[src/rtl/seq_pattern_tx_if.sv]
// seq_pattern_tx_if: control/data bundle between a pattern source controller
// (master) and the serial pattern transmitter (slave).
//   load      start request, honoured only while ready=1
//   data      parallel pattern, frame sent data[L-1] .. data[0]
//   len       frame length L (0 or >WIDTH selects WIDTH)
//   rpt       restart the frame with no gap while high
//   abort     terminate the current frame
//   outp      serial bit
//   out_valid outp carries a frame bit
//   done      pulse on the last bit of each frame pass
//   ready     idle and able to accept load
interface seq_pattern_tx_if #(
    parameter int WIDTH = 17,
    parameter int CNT_W = 5
);
    logic             load;
    logic [WIDTH-1:0] data;
    logic [CNT_W-1:0] len;
    logic             rpt;
    logic             abort;
    logic             outp;
    logic             out_valid;
    logic             done;
    logic             ready;

    modport master (
        output load, data, len, rpt, abort,
        input  outp, out_valid, done, ready
    );

    modport slave (
        input  load, data, len, rpt, abort,
        output outp, out_valid, done, ready
    );
endinterface

[src/rtl/seq_pattern_tx.sv]
// seq_pattern_tx: captures a parallel pattern and shifts it out one bit per
// clock, first bit data[L-1], last bit data[0]. Supports variable length,
// gapless repeat and abort. All outputs are registered.
//   clk  rising-edge clock
//   rst  synchronous active-low reset
//   bus  seq_pattern_tx_if.slave (load/data/len/rpt/abort in,
//        outp/out_valid/done/ready out)
module seq_pattern_tx #(
    parameter int WIDTH = 17,
    parameter int CNT_W = 5
) (
    input  logic              clk,
    input  logic              rst,
    seq_pattern_tx_if.slave   bus
);

    typedef enum logic {IDLE, SEND} state_t;

    state_t           r_state;
    logic [WIDTH-1:0] r_shift;      // bits still to be sent, next one at MSB
    logic [WIDTH-1:0] r_hold_pat;   // MSB-aligned frame, reused on repeat
    logic [CNT_W-1:0] r_cnt;        // bits remaining after the current one
    logic [CNT_W-1:0] r_hold_cnt;   // L-1, reused on repeat
    logic             r_outp;
    logic             r_valid;
    logic             r_done;
    logic             r_ready;

    logic [CNT_W-1:0] w_eff_len;
    logic [CNT_W-1:0] w_shamt;
    logic [WIDTH-1:0] w_aligned;

    // Left-align the frame so that every length shifts out of the same MSB.
    assign w_eff_len = (bus.len == '0 || bus.len > CNT_W'(WIDTH)) ? CNT_W'(WIDTH) : bus.len;
    assign w_shamt   = CNT_W'(WIDTH) - w_eff_len;
    assign w_aligned = bus.data << w_shamt;

    always_ff @(posedge clk) begin
        if (!rst) begin
            r_state    <= IDLE;
            r_shift    <= '0;
            r_hold_pat <= '0;
            r_cnt      <= '0;
            r_hold_cnt <= '0;
            r_outp     <= 1'b0;
            r_valid    <= 1'b0;
            r_done     <= 1'b0;
            r_ready    <= 1'b1;
        end else begin
            case (r_state)
                IDLE: begin
                    // abort is meaningless here and must not block load
                    if (bus.load) begin
                        r_state    <= SEND;
                        r_hold_pat <= w_aligned;
                        r_hold_cnt <= w_eff_len - CNT_W'(1);
                        r_outp     <= w_aligned[WIDTH-1];
                        r_shift    <= w_aligned << 1;
                        r_cnt      <= w_eff_len - CNT_W'(1);
                        r_valid    <= 1'b1;
                        r_ready    <= 1'b0;
                        r_done     <= (w_eff_len == CNT_W'(1));
                    end
                end
                SEND: begin
                    if (bus.abort) begin
                        r_state <= IDLE;
                        r_outp  <= 1'b0;
                        r_valid <= 1'b0;
                        r_done  <= 1'b0;
                        r_ready <= 1'b1;
                    end else if (r_cnt != '0) begin
                        r_outp  <= r_shift[WIDTH-1];
                        r_shift <= r_shift << 1;
                        r_cnt   <= r_cnt - CNT_W'(1);
                        // done is registered, so raise it one edge early
                        r_done  <= (r_cnt == CNT_W'(1));
                    end else if (bus.rpt) begin
                        // restart from the held copy; live data/len are ignored
                        r_outp  <= r_hold_pat[WIDTH-1];
                        r_shift <= r_hold_pat << 1;
                        r_cnt   <= r_hold_cnt;
                        r_done  <= (r_hold_cnt == '0);
                    end else begin
                        r_state <= IDLE;
                        r_outp  <= 1'b0;
                        r_valid <= 1'b0;
                        r_done  <= 1'b0;
                        r_ready <= 1'b1;
                    end
                end
                default: r_state <= IDLE;
            endcase
        end
    end

    assign bus.outp      = r_outp;
    assign bus.out_valid = r_valid;
    assign bus.done      = r_done;
    assign bus.ready     = r_ready;

endmodule

[src/flat_wrapper.sv]
// flat-port wrapper written by rule: the top's interface ports become plain ports
module seq_pattern_tx_flat 
#(
    parameter int WIDTH = 17,
    parameter int CNT_W = 5
)
  (clk, rst, bus_load, bus_data, bus_len, bus_rpt, bus_abort, bus_outp, bus_out_valid, bus_done, bus_ready);
  seq_pattern_tx_if #(.WIDTH(WIDTH), .CNT_W(CNT_W)) bus_i ();
  input  logic clk;
  input  logic rst;
  input wire logic [$bits(bus_i.load)-1:0] bus_load;
  input wire logic [$bits(bus_i.data)-1:0] bus_data;
  input wire logic [$bits(bus_i.len)-1:0] bus_len;
  input wire logic [$bits(bus_i.rpt)-1:0] bus_rpt;
  input wire logic [$bits(bus_i.abort)-1:0] bus_abort;
  output wire logic [$bits(bus_i.outp)-1:0] bus_outp;
  output wire logic [$bits(bus_i.out_valid)-1:0] bus_out_valid;
  output wire logic [$bits(bus_i.done)-1:0] bus_done;
  output wire logic [$bits(bus_i.ready)-1:0] bus_ready;
  assign bus_i.load = bus_load;
  assign bus_i.data = bus_data;
  assign bus_i.len = bus_len;
  assign bus_i.rpt = bus_rpt;
  assign bus_i.abort = bus_abort;
  assign bus_outp = bus_i.outp;
  assign bus_out_valid = bus_i.out_valid;
  assign bus_done = bus_i.done;
  assign bus_ready = bus_i.ready;
  seq_pattern_tx #(.WIDTH(WIDTH), .CNT_W(CNT_W)) u_core (.clk(clk), .rst(rst), .bus(bus_i));
endmodule
[config.mk]
export PLATFORM = sky130hd
export DESIGN_NAME = seq_pattern_tx_flat
export DESIGN_NICKNAME = d
export VERILOG_FILES = /design/src/rtl/seq_pattern_tx_if.sv /design/src/rtl/seq_pattern_tx.sv /design/src/flat_wrapper.sv
export SDC_FILE = /design/constraint.sdc
export NUM_CORES = 1
export LEC_CHECK = 0
export ABC_AREA = 1
export CAP_MARGIN = 20
export CELL_PAD_IN_SITES_DETAIL_PLACEMENT = 0
export CELL_PAD_IN_SITES_GLOBAL_PLACEMENT = 1
export CORE_MARGIN = 5
export CORE_UTILIZATION = 42
export CTS_BUF_LIST = sky130_fd_sc_hd__clkbuf_4 sky130_fd_sc_hd__clkbuf_8
export DETAILED_ROUTE_END_ITERATION = 10
export GPL_ROUTABILITY_DRIVEN = 0
export PLACE_DENSITY = 0.88
export SLEW_MARGIN = 0
export SYNTH_ARGS = -nofsm -noshare
export SYNTH_HDL_FRONTEND = slang
export SYNTH_SLANG_ARGS = --single-unit
[constraint.sdc]
create_clock -name clk -period 3.15 [get_ports clk]
set_clock_uncertainty 0.15 [all_clocks]
set_input_delay 0.4725 -clock clk [delete_from_list [all_inputs] [get_ports clk]]
set_output_delay 0.4725 -clock clk [all_outputs]
set_load 0.01 [all_outputs]
==> results of run 1 <==
[report_power, final]
group / switching (mW) / leakage (nW) / internal [mW]
combinational: 0.403 / 1.26 / 0.225
sequential: 0.0384 / 0.397 / 0.674
clock: 0.218 / 0.0541 / 0.235
[metal layers]
| metal | GRT usage [%] | vias to the layer above | part of all wire, % |
|---|---|---|---|
| li1 | - | 1740 | - |
| met1 | 25.9 | 1596 | 46 |
| met2 | 32.4 | 99 | 47 |
| met3 | 3.11 | 14 | 4.6 |
| met4 | 4.62 | 0 | 1.6 |
| met5 | 0 | - | 0 |
[state kept, by name, summed over array words and instances, names as in the netlist]
register and flops:
u_core.r_hold_pat 17, u_core.r_shift 16, u_core.r_cnt 5, u_core.r_hold_cnt 5
u_core.bus.done 1, u_core.bus.out_valid 1, u_core.bus.outp 1, u_core.bus.ready 1
u_core.r_state 1
[worst max-delay path, stage by stage]
cell and delay, ps:
clkdlybuf4s50_1 530, inv_2 100, nand2_1 80, nand3_2 120, nand2_4 160, nand2_4 60
ha_1 220, xor2_2 200, inv_1 130, nand2_2 110, inv_2 200, nand2_1 100
o21ai_2 140, nand2_1 70, a21oi_1 130
[synthesized netlist by cell type (all sizes together)]
| cell type | number |
|---|---|
| a211oi | 1 |
| o211ai | 6 |
| ha | 5 |
| nand3 | 74 |
| xor2 | 5 |
| buf | 14 |
| o21ai | 61 |
| a31oi | 8 |
| nor4 | 1 |
| dfxtp | 48 |
| nand4 | 4 |
| nand2 | 106 |
| o21a | 8 |
| inv | 58 |
| o221ai | 2 |
| a21oi | 48 |
| clkinv | 1 |
| clkbuf | 12 |
| and2 | 1 |
| nor2 | 46 |
[final cells by class]
class	count	share of cell area, %
tap	102	3.36
sequential	48	25.3
clock inverter	3	1.12
timing repair buffer	43	10.5
multi-input combinational	376	52.1
clock buffer	5	1.81
inverter	59	5.83
[worst min-delay path by stage]
stage,from,end,depth (start not counted)
3_3_place_gp,u_core.bus.ready,u_core.bus.ready,2
3_5_place_dp,u_core.bus.ready,u_core.bus.ready,2
2_1_floorplan,u_core.r_hold_pat[1],u_core.r_hold_pat[1],2
4_1_cts,u_core.bus.ready,u_core.bus.ready,2
6_report,u_core.bus.ready,u_core.bus.ready,2
5_1_grt,u_core.r_hold_pat[0],u_core.r_hold_pat[0],2
[stage by stage]
stage	setup WS [ps]	std cells	total power, mW	area [um2]
2_1_floorplan	571	509	1.16	3300
3_3_place_gp	193	628	1.34	3690
3_5_place_dp	114	628	1.35	3690
4_1_cts	430	636	1.80	3800
5_1_grt	229	636	1.92	3800
6_report	421	636	1.79	3800
[cells by family after synthesis]
logic type / count (synthesis) / synth area share, %
xor gates and xnor gates: 5 / 1.55
AOI/OAI and AO/OA: 134 / 23.2
and+or+nand+nor: 232 / 33.3
buffers and inverters: 85 / 11.0
DFF: 48 / 29.1
adders and majority gates: 5 / 1.89
==> impl_results.md, run 1 <==
- Status: finished clean
- Core Util, Final: approximately half
- Final setup viols: 0
- Critical path peak fanout: 15
- Critical path class: in2reg
- Area occupied by multi-input gates: about 0.0020 mm2
- Via Count: around 3.4k
- Hold Vio Cnt, Final: 0
- Mapped Avg Cell Area: ~6.5 um2
- Grt total ovfl: 0
- Number of antenna violations at the first check in global routing: 0
- Die area: approximately 0.0097 mm2
- 1st-iter DRT viols: approximately 150
- Leading area contributor after synthesis: dfxtp_1
- # rows: 32
- TritonCTS clock tree: done
- Worst setup EP type: register
- CTS Hold Buffers Added: 0
- CTS Root Cell: clkbuf_8
- HP Class: reg2reg
- Area Growth Syn to Fin: 15.0%
- Total track usage: about a fifth
- Clock latency on the worst-skew pair: between 300 and 400 ps
- DRC viols: 0
- Starting Density: 43.0%
- WL/cell: approximately 15 um
- Core area: 0.00769 mm2
- Worst R2R Setup Slack: between 1000 and 1500 ps
- Vias in the first global route: 3303
- VDD IR max: between 0.2 and 0.3 mV
- Final Critical Period: between 2000 and 3000 ps
- Leakage Power: approximately 1.7 nW
- R2r worst-path depth: 12
- WL final: approximately 9 mm
- Fmax: about 0.37 GHz
- Worst EP required: 3230 ps
- N_diodes: 0
- Synth warn: 0
- Vert. Die Dim: between 90 and 100 um
- Post-Syn Nets: between 500 and 600
- Fillcell total: 821
- Commonest non-fill, non-tap cells in the layout: nand2_1 (93), nand3_1 (66), o21ai_0 (53)
- Final Max Slew Viols: 0
- 1st-pass router iterations: 4
- Sinks on Clock Net: 48
- CP startpoint: bus_len[4]
- Setup repair after global routing missed its margin: false
- Startpoint types: input pin
- CP arrival: between 2000 and 3000 ps
- MaxCap Viol Count: 0
- IO Pins: 31
- Seq/Total Area, Yosys: between 20% and 30%
- Reg2reg end: u_core.r_shift[1]
- Post-CTS sizing: 0
- Register Area: 961 um2
- Fin Setup TNS: 0 ps
- Share of cells above drive strength 1: around 11%
- Cells after synthesis: 509
- Antenna Nets Post-Route: 0
- Cell variety after synth: 35
- Hold slack: around 300 ps
- Area share of the largest cell type after synthesis: 29.1%
- Die X: between 90 and 100 um
- Flops & latches, synth: 48
- Buffers on Ports: 30
- Synth top area cells: dfxtp_1 (29%), nand2_1 (11%), nand3_1 (10%)
- Setup Buffers After CTS: 0
- Worst-Margin Slew: between 700 and 800 ps
- Final period utilization: a little under 90%
- Final nets: around 570
- First-pass GRT wire length: 15.7 mm
- Reg2reg start: u_core.r_cnt[0]
- DP Wirelength: about 6.8 mm
- # H-tree levels: 2
- Post-synthesis cell area: between 0.003 and 0.004 mm2
- Max-slew headroom: slightly above 50%
- Largest net degree at the start of global routing: 29
- CTS Buf Count: 5
- Pwr dens: about 470 mW/mm2
- Most common cell after layout, fill and taps aside: nand2_1
- Clock slew at reported path FFs: about 90 ps
- CTS Buffer Depth: 2
- Drt via density: between 5 and 6
- CP endpoint: u_core.r_shift[13]
Power figures use the tool's default switching activity.
==> run 2, diff against run 1 <==
- CORE_MARGIN: 5 -> 2
- HOLD_SLACK_MARGIN: unset -> 0.12
==> impl_results.md, run 2 (synthesis results as in run 1) <==
- Status: finished clean
- Final nets: 564
- Largest register FFs: 17
- DRC viols: 0
- Commonest non-fill, non-tap cells in the layout: nand2_1 (93), nand3_1 (66), o21ai_0 (53)
- Area Growth Syn to Fin: 14.3%
- # rows: 32
- Hold Vio Cnt, Final: 0
- Clock latency on the worst-skew pair: about 300 ps
- Max-slew headroom: about half
- Max Used Layer: met4
- Worst-Margin Slew: 737 ps
- Startpoint types: input pin
- Via Count: ~3.4k
- Worst EP required: 3230 ps
- Sw Pwr: approximately 640 uW
- Die area: 0.00859 mm2
- MaxCap Viol Count: 0
- 1st-pass router iterations: 5
- Drt via density: around 5.4
- 1st-iter DRT viols: between 200 and 250
- Buffers on Ports: 30
- TritonCTS clock tree: done
- CP arrival: about 2800 ps
- Area post-placement: roughly 0.0037 mm2
- Starting Density: roughly 43%
- Fin Setup TNS: 0 ps
- CTS Root Cell: clkbuf_8
- Clock slew at reported path FFs: roughly 90 ps
- CTS Buf Count: 5
- Met2 WL: about 4.4 mm
- HP Class: reg2reg
- Core area: approximately 0.0077 mm2
- N_diodes: 0
- Largest net degree at the start of global routing: 29
- Final Critical Period: ~2700 ps
- Pwr dens: 458 mW/mm2
- Hold slack: between 300 and 400 ps
- Setup repair after global routing missed its margin: false
- Combinational power share: 36.1%
- Sw frac: 36.8%
- # H-tree levels: 2
- First-pass GRT wire length: approximately 15 mm
- Pint: around 1.1 mW
- Fillcell total: slightly above 800
- Reg with most FFs: u_core.r_hold_pat
- Wl on met1: 4.18 mm
- Worst setup EP type: register
- Post-route cell area: 0.00378 mm2
- CTS Hold Buffers Added: 0
- IO Pins: 31
- Share of cells above drive strength 1: between 10% and 20%
- DP Wirelength: between 6 and 7 mm
- Most common cell after layout, fill and taps aside: nand2_1
- Final period utilization: between 80% and 90%
- Number of antenna violations at the first check in global routing: 0
- Critical path class: in2reg
- Die X: a little over 90 um
- Leakage Power: 1.70 nW
- Register share of total power: about two fifths
- CTS Buffer Depth: 2
- VDD IR max: 0.179 mV
- WL/cell: roughly 14 um
- Largest regs: u_core.r_hold_pat: 17 flops, u_core.r_shift: 16 flops
- Antenna Nets Post-Route: 0
- WL final: a little over 9 mm
- Vert. Die Dim: a little over 90 um
- Fmax: about 0.37 GHz
- Total track usage: a little over a fifth
- Grt total ovfl: 0
- Post-CTS sizing: 0
- Final setup viols: 0
- Met3 Routed Length: approximately 420 um
- Critical path peak fanout: 15
- Sinks on Clock Net: 48
- Final Max Slew Viols: 0
- Clock Power Share: 22.7%
- Setup Buffers After CTS: 0
- Vias in the first global route: approximately 3.2k
- Core Util, Final: between 40% and 50%
run 2: cell count changes in the layout (fill, tap and decap cells not counted), sizes merged:
cell      delta
bufinv       -1
buf          -1
clkinvlp     -1
clkinv       -1
clkbuf       +2
run 2: stage by stage:
step | instances | worst slack (ps) | total power [mW]
5_1_grt | 634 | 233 | 1.85
2_1_floorplan | 509 | 571 | 1.16
3_5_place_dp | 627 | 132 | 1.34
3_3_place_gp | 627 | 198 | 1.34
6_report | 634 | 411 | 1.73
4_1_cts | 634 | 414 | 1.74
run 2: path summary, 6_finish.rpt:
path | start | to | slack [ps] | cells past startpoint
worst min-delay path | u_core.bus.ready | u_core.bus.ready | 310 | 2
worst min register to register | u_core.bus.ready | u_core.bus.ready | 310 | 2
worst max-delay path | bus_len[4] | u_core.r_shift[13] | 410 | 15
worst max register to register | u_core.r_cnt[0] | u_core.r_shift[1] | 980 | 12
run 2: critical path, stage by stage:
cell and delay, ps:
clkdlybuf4s50_1 520, inv_2 100, nand2_1 80, nand3_2 120
nand2_4 160, nand2_4 60, ha_1 220, xor2_2 200
inv_1 130, nand2_2 110, inv_2 210, nand2_1 100
o21ai_2 160, nand2_1 60, a21oi_1 120
run 2: layer usage:
metal  global-route usage (%)  vias to the layer above
li1                         -                     1737
met4                     5.27                        0
met3                     3.09                       11
met2                     38.6                       85
met5                        0                        -
met1                     28.0                     1559
run 2: layout make-up:
cell class | instances | area [um2] | area share, %
flip-flops and latches | 48 | 961 | 25.4
multi-input cells | 376 | 1980 | 52.4
inverters | 59 | 221 | 5.86
well taps | 102 | 128 | 3.38
clock buffers | 7 | 96.3 | 2.55
repair buffers | 42 | 390 | 10.3
run 2: power by group through the flow:
| stage | registers [mW] | clock network [mW] | logic, mW |
|---|---|---|---|
| 2_1_floorplan | 0.714 | 0 | 0.449 |
| 3_3_place_gp | 0.723 | 0 | 0.614 |
| 3_5_place_dp | 0.725 | 0 | 0.619 |
| 4_1_cts | 0.711 | 0.403 | 0.622 |
| 5_1_grt | 0.719 | 0.427 | 0.701 |
| 6_report | 0.712 | 0.392 | 0.625 |
==> run 3, diff against run 2 <==
- CTS_CLUSTER_DIAMETER: unset -> 120
==> results of run 3 <==
The final DEF is identical to that of run 2; final timing and power are the same.
==> patch: new RTL, flow settings as in run 2 <==
`WIDTH` is set to 17 in 3 places; all go to 15.
--- a/src/rtl/seq_pattern_tx_if.sv
+++ b/src/rtl/seq_pattern_tx_if.sv
@@ -12,3 +12,3 @@
 interface seq_pattern_tx_if #(
-    parameter int WIDTH = 17,
+    parameter int WIDTH = 15,
     parameter int CNT_W = 5
--- a/src/rtl/seq_pattern_tx.sv
+++ b/src/rtl/seq_pattern_tx.sv
@@ -8,3 +8,3 @@
 module seq_pattern_tx #(
-    parameter int WIDTH = 17,
+    parameter int WIDTH = 15,
     parameter int CNT_W = 5
--- a/src/flat_wrapper.sv
+++ b/src/flat_wrapper.sv
@@ -3,3 +3,3 @@
 #(
-    parameter int WIDTH = 17,
+    parameter int WIDTH = 15,
     parameter int CNT_W = 5
Ports: changed (resized bus_data); port bits go from 31 to 29. The function was not compared with the original's and may differ.
==> patch against run 2 <==
Cell area decreased by 11%; die area shrank 9.5%; final cell count fell by 10%; largest cell class unchanged; sequential cell count is 4 lower; routed wire length is 11% lower; synthesized area shrank 9.9%; total power shrank 14%; worst setup slack better by 0.33 ns; clock power shrank 5.6%; highest routed layer unchanged; register-to-register slack got worse by 0.07 ns; non-clock buffer count shrank 8; combinational power is 26% lower.
==> patch: results (changes against run 2) <==
[yosys]
synth_common_cells = 90 x nand2_1, 68 x nand3_1, 45 x a21oi_1
syn_nets = 485  ; -10%
synth.area.top_cells = dfxtp_1 30%, nand3_1 11%, nand2_1 11%
ys_seq_area_share_pct = 29.6  ; +0.51 points

[power]
p_sw_w = 0.000528  ; -17%
seq_power_share_pct = 43.8  ; +2.6 points
max-vdd-ir-drop_v = 0.000248  ; +38%
pwr.group.clock_w = 0.000370  ; -5.6%
leakagePower_nw = 1.49  ; -12%

[run_status]
outcome = completed

[placed_design]
placed_cell_area_mm2 = 0.00326  ; -11%
hpwl_um = 5760  ; -14%
place_ws_ns = 0.454  ; +0.322 ns
portBuffers = 28  ; -6.7%

[finish]
nets = 499  ; -12%
layout-drive-gt1-share_pct = 11.4  ; +0.51 points

[routing]
drt_wl_total_um = 8080  ; -11%
dr.pass1.iters = 4  ; -1

[global_route]
grt_pass1_vias = 2916  ; -9.5%
grt_usage_pct = 22.3  ; +0.51 points
grt_pass1_wl_um = 13800  ; -9.6%
grt_max_degree = 30  ; +3.4%

[worst_setup_path]
worstReg2RegEnd = u_core.r_cnt[2]
r2r_slack_ns = 0.91  ; -0.07 ns
rr_worst_depth = 10  ; -2
critical-path-max-stage-delay_ns = 0.46  ; -0.06 ns
arrival_ns = 2.46  ; -0.36 ns
crit_path_max_fanout = 19  ; +4

[worst_hold_path]
hold_end = u_core.r_shift[2]

[patch: cell types whose count changed after synthesis, sizes merged, moves of 8 or more]
cell   delta
nor2     -14
o21a      -8
inv      -11
nand4    +18
o21ai    -20
[patch: worst max path at each step]
stage,from,endpoint,slack (ns),depth (start not counted)
5_1_grt,bus_len[0],u_core.r_shift[12],0.52,10
3_3_place_gp,bus_len[0],u_core.r_shift[12],0.46,10
4_1_cts,bus_len[0],u_core.r_shift[14],0.76,10
6_report,bus_len[0],u_core.r_hold_pat[10],0.74,13
2_1_floorplan,bus_len[3],u_core.r_hold_pat[12],1.38,11
3_5_place_dp,bus_len[0],u_core.r_shift[14],0.45,10
[patch: cell type report]
cell class              count  area (um^2)
clock inverters             2         10.0
inverters                  48          185
repair buffers             34          325
fillers                   746         3480
clock buffers               6         82.6
flip-flops and latches     44          881
well taps                  96          120
multi-input cells         339         1750
[patch: worst min-delay path: stages, from the launching register on]
cell and delay (ns):
dfxtp_1 0.32, nand2_1 0.06, a21oi_1 0.06
[patch: metrics by stage]
step / cells / utilization, % / hold slack [ns]
finish: 569 / 49.0 / 0.327
global route: 569 / 49.0 / 0.340
CTS: 569 / 49.0 / 0.325
detailed placement: 561 / 47.7 / 0.312
global placement: 561 / 47.7 / 0.306
floorplan: 458 / - / 0.289
[patch: cells by family after synthesis]
| logic type | after synthesis | share of synthesized area (%) |
|---|---|---|
| AND/OR/NAND/NOR | 238 | 39.8 |
| AO/OA/AOI/OAI | 98 | 17.7 |
| buffers and inverters | 75 | 11.8 |
| flip-flops | 44 | 29.6 |
| adder cells (fa/ha/maj) | 2 | 0.841 |
| XOR/XNOR | 1 | 0.294 |
[patch: layer usage]
layer	share of wire, %	global-route usage, %
met4	1.5	5.79
met3	3.6	3.49
met1	47	30.3
met5	0	0
met2	48	37.0
